**config.mk**
```make
export PLATFORM = sky130hd
export DESIGN_NAME = comparator_8bit
export DESIGN_NICKNAME = d
export VERILOG_FILES = /design/src/rtl/comparator_8bit.sv
export SDC_FILE = /design/constraint.sdc
export NUM_CORES = 1
export LEC_CHECK = 0
export CORE_MARGIN = 2
export CORE_UTILIZATION = 47
export CTS_BUF_LIST = sky130_fd_sc_hd__clkbuf_4 sky130_fd_sc_hd__clkbuf_8
export DETAILED_ROUTE_END_ITERATION = 8
export PLACE_DENSITY = 0.78
export SLEW_MARGIN = 0
export SYNTH_ARGS = -nofsm -noshare
export SYNTH_HDL_FRONTEND = slang
export SYNTH_SLANG_ARGS = --single-unit
```
**constraint.sdc**
```tcl
create_clock -name clk -period 1.1 [get_ports clk]
set_clock_uncertainty 0.15 [all_clocks]
set_input_delay 0.22 -clock clk [delete_from_list [all_inputs] [get_ports clk]]
set_output_delay 0.22 -clock clk [all_outputs]
set_load 0.005 [all_outputs]
```
**src/rtl/comparator_8bit.sv**
```systemverilog
// comparator_8bit: registered magnitude comparator / compare-and-swap cell.
// Compares a and b when in_valid is high and presents one-hot less/equal/greater
// flags plus min/max of the pair one cycle later. Without in_valid the result
// registers hold their last value and only out_valid drops.
// Optional build macro COMPARATOR_SIGNED_EN adds a signed_mode input that selects
// two's-complement ordering per transaction; otherwise compare is always unsigned.
`timescale 1ns/1ps

module comparator_8bit #(
    parameter int WIDTH = 8
) (
    input  logic             clk,
    input  logic             rst_n,
    input  logic             in_valid,
`ifdef COMPARATOR_SIGNED_EN
    input  logic             signed_mode,
`endif
    input  logic [WIDTH-1:0] a,
    input  logic [WIDTH-1:0] b,
    output logic             out_valid,
    output logic             less,
    output logic             equal,
    output logic             greater,
    output logic [WIDTH-1:0] min_out,
    output logic [WIDTH-1:0] max_out
);

    logic             use_signed;
    logic [WIDTH-1:0] key_a;
    logic [WIDTH-1:0] key_b;
    logic             a_lt_b;
    logic             a_eq_b;

`ifdef COMPARATOR_SIGNED_EN
    assign use_signed = signed_mode;
`else
    assign use_signed = 1'b0;
`endif

    // Inverting the sign bit maps two's-complement order onto unsigned order,
    // so one unsigned comparator serves both modes.
    always_comb begin
        key_a  = {a[WIDTH-1] ^ use_signed, a[WIDTH-2:0]};
        key_b  = {b[WIDTH-1] ^ use_signed, b[WIDTH-2:0]};
        a_lt_b = (key_a < key_b);
        a_eq_b = (a == b);
    end

    // Result registers: out_valid follows in_valid; the result only updates on
    // accepted inputs so it holds through idle cycles.
    always_ff @(posedge clk or negedge rst_n) begin
        if (!rst_n) begin
            out_valid <= 1'b0;
            less      <= 1'b0;
            equal     <= 1'b0;
            greater   <= 1'b0;
            min_out   <= '0;
            max_out   <= '0;
        end else begin
            out_valid <= in_valid;
            if (in_valid) begin
                less    <= a_lt_b;
                equal   <= a_eq_b;
                greater <= !a_lt_b && !a_eq_b;
                // Ties keep a as min and b as max, so the pair never swaps.
                if (a_lt_b || a_eq_b) begin
                    min_out <= a;
                    max_out <= b;
                end else begin
                    min_out <= b;
                    max_out <= a;
                end
            end
        end
    end

endmodule

```
# Word-level counts from Yosys, hierarchy flattened
# Index checks and enable logic that the tools add are counted.
# totals
inputBits	19
word_cells	14
n_memories	0
out_inout_bits	20
ram_bits	0
regBits	20
rom_bits	0
latchBits	0
# op_classes
n_reduce_logical	4
n_mul	0
n_lt_le_gt_ge	1
bitwise	0
n_addsub	0
muxes	2
div_mod_pow	0
shift	0
eq_ne	1
# op_table
op	count
$mux 8	2
$eq 8x8->1	1
$lt 8x8->1	1
$logic_not 1->1	2
$logic_and 1x1->1	1
$logic_or 1x1->1	1

# Logic depth before layout (Yosys ltp)
# logic_depth
depth_word	3
depth_mapped	8
depth_no_buf	7

# Worst setup path after synthesis
# OpenSTA, ideal clock, no wires.
# synth_timing
kind	input-to-reg
start	input b[1]
end	register max_out[0]
stages	8
setup_ps	141
setup_slack_ps	-597
path_buffers	1
arrival_ps	1406
required_ps	809
path_cell_list	inv_1 ha_1 and2b_1 o211ai_2 a211o_4 buf_6 nand3_1 a31oi_1
# synth_via
elab_chain_cells	3
elab_cells_between_ends	4
cone_classes	order compare: 1; eq/ne: 1; mux: 1; reduce/logical: 1
# synth_lines
element	line_no	source
from (decl)	19	input logic [WIDTH-1:0] b,
$lt 8x8->1 or $eq 8x8->1 (tied branches)	45, 46	
$logic_or 1x1->1 *	66	if (a_lt_b || a_eq_b) begin
$mux 8 *	66	
to (signal assigned)	58	max_out <= '0;
to (signal assigned)	68	max_out <= b;
to (signal assigned)	71	max_out <= a;
to (decl)	25	output logic [WIDTH-1:0] max_out
# Every way passes the cells marked *; elsewhere a longest branch is shown, timed or not.
# A chain may end at the register's enable or synchronous reset.

# Worst setup path in the final report
# layout_timing
start	input b[1]
end	register max_out[7]
# The elaborated chain is that of the path after synthesis.

==> results.yml <==
die:
  ios: 39
  die_y_um: 54.40
  die-area_um2: 2959
  core_area_um2: 2432
  die_w_um: 54.40
  initial_core_util_pct: 49.07
  num_rows: 18
sta:
  fmax_ghz: 0.5553
  setup_violations: 39
  max_slew_margin_pct: 73.65
  tightest_slew_ns: 0.3952
  fin_crit_sh_pct: 163.7
  fin_setup_tns_ns: -12.94
  fin_crit_ns: 1.801
  setup_slack_ns: -0.7008
  maxSlewViolCount: 0
  whs_ns: -0.02435
  hold_viol: 2
  rsz0062_at_grt: "yes"
yosys:
  seq_area_frac_synth_pct: 41.93
  synth_warnings: 0
  syn-num-nets: 156
  synth_top_area_share_pct: 41.93
  synth_area_leaders: "dfrtp_1, a31oi_1, ha_1, nand3_1, nor2_1"
  synth_cells: 129
  yosys.area.top_type: "dfrtp_1"
  syn_avg_cell_area_um2: 9.253
  netlist-cell-type-count: 24
  ys_ff_latch: 20
  syn_area_um2: 1194
placed_design:
  port_buffers: 38
  place_ws_ns: -1.566
  place_congestion: 0.8157
  placed_cell_area_um2: 1968
  dpl.hpwl_mm: 2.543
detailed_routing:
  ant_nets: 0
  vias_per_cell: 6.718
  drtIter0Drc: 122
  drc_errors: 0
  routedWlPerCell_um: 26.47
  drt-pass1-iter-count: 4
  wirelength_mm: 6.486
  route.vias.total: 1646
worst_setup_path:
  startpoint_type: "input pin"
  required_ns: 1.19
  critPathArrivalTime_ns: 1.89
  crit_start: "b[1]"
  cp-end-kind: "register"
  crit_fanout: 5
  r2r_start: "max_out[7]"
  path_class: "input pin to register"
finish:
  final_cell_mix: "buf_4, buf_6, buf_2"
  final_area_um2: 2318
  final_common_cell: "buf_4"
  drive_gt1_share_pct: 69.30
  num-nets-final: 243
  diodes: 0
  syn_to_final_growth_pct: 94.23
status:
  violations: "hold timing, setup timing"
  status: "finished with violations"
clock_network:
  cts_buffer_depth: 2
  cts_buffers: 3
  clk_latency_ns: 0.35
  clk_pin_slew_ns: 0.13
  cts_hold_buf: 0
  cts_root_buf: "clkbuf_4"
  cts.htree.levels: 1
  cts_sinks: 20
  cts_tree: "built"
global_route:
  overflow: 0
  antenna_found_initial: 0
  grt_pass1_vias: 1433
  grt_pass1_wl_mm: 6.782
  grt_usage_pct: 33.33
  grt_max_degree: 31
job:
  drv_cap: 0
power:
  power.internal_mw: 1.577
  power.switching_uw: 915.1
  pwr-share-seq_pct: 36.2
  p_clk_share_pct: 20.3
  max-vdd-ir-drop_uv: 1508
  switching_share_pct: 36.72
  p_total_mw: 2.492
  p_leak_nw: 1.025
  pwr-share-comb_pct: 43.5
  p_per_area_nw_per_um2: 1075
worst_hold_path:
  hp-start: "b[3]"
  hold_path_class: "input pin to register"
kinds of logic (layout without fill, tap and decap cells):
logic type      Yosys count  in the layout  share of synthesized area, %
compound gates           43             44                         23.27
fa+ha+maj                 8              8                         8.386
buf+inv                  17            101                         7.547
flops                    20             20                         41.93
mux                       2              2                         1.887
simple gates             39             40                         16.98
timing repair:
action / CTS / global route
endpoints found under the setup margin: 39 / 39
gates resized for setup: 181 / 43
buffers inserted: 11 / 13
gates cloned: 3 / 0
pin swaps: 34 / 29
hold endpoints to repair: 0 / 0
synth_stat cells (all sizes together):
cell and instances:
nand2 1, nand3 16, a21oi 4, and2b 1, o21ai 20, dfrtp 20
nand4 2, clkbuf 3, nor2 18, nor2b 1, inv 9, a211o 1
buf 5, a211oi 1, ha 8, o211ai 1, a31oi 16, mux2 2
power groups by stage:
stage	registers, mW	logic [mW]	clock network [mW]
CTS	0.878	0.844	0.464
finish	0.903	1.08	0.505
detailed placement	0.897	0.826	0
global placement	0.893	0.798	0
floorplan	0.904	0.350	0
global route	0.909	1.14	0.522
path summary, 6_finish.rpt:
path | to | slack (ns) | depth (start not counted)
min in group asynchronous | max_out[0] | 0.05 | 2
worst max-delay path | max_out[7] | -0.70 | 9
worst max register to register | max_out[7] | -0.11 | 4
max in group asynchronous | out_valid | 0.60 | 2
worst min register to register | greater | 0.41 | 2
worst min-delay path | min_out[3] | -0.02 | 3
critical path, stage by stage:
cell and delay, ns:
buf_12 0.09, inv_12 0.03, ha_4 0.27, and2b_1 0.19
o211ai_4 0.12, a211oi_4 0.37, buf_6 0.20, o21ai_2 0.08
a31oi_1 0.31
metrics by stage:
step	util (%)	cells	hold WS (ns)
global route	95.32	245	-0.01234
CTS	86.01	235	0.06833
detailed placement	80.92	217	0.3556
floorplan	-	129	-0.2256
finish	95.32	245	-0.02435
global placement	80.92	217	0.3436
flip-flops by register name, indices dropped and copies added (netlist names):
name	flops
greater	1
equal	1
out_valid	1
less	1
max_out	8
min_out	8
per-layer routing:
metal / share of wire (%) / wire length [um] / vias to the layer above / GRT usage, %
met5: 0 / 0 / - / 0
met4: 8.7 / 567 / 0 / 16.67
met3: 11 / 682 / 64 / 6.284
met2: 46 / 2981 / 166 / 58.43
met1: 35 / 2254 / 770 / 38.46
li1: - / - / 646 / -
cell type report:
cell class,instances,area (um2)
multi-input cells,94,913.4
repair buffers,88,769.5
flip-flops and latches,20,500.5
fillers,62,113.9
inverters,9,61.31
well taps,30,37.54
clock buffers,4,36.28
Power figures use the tool's default switching activity.
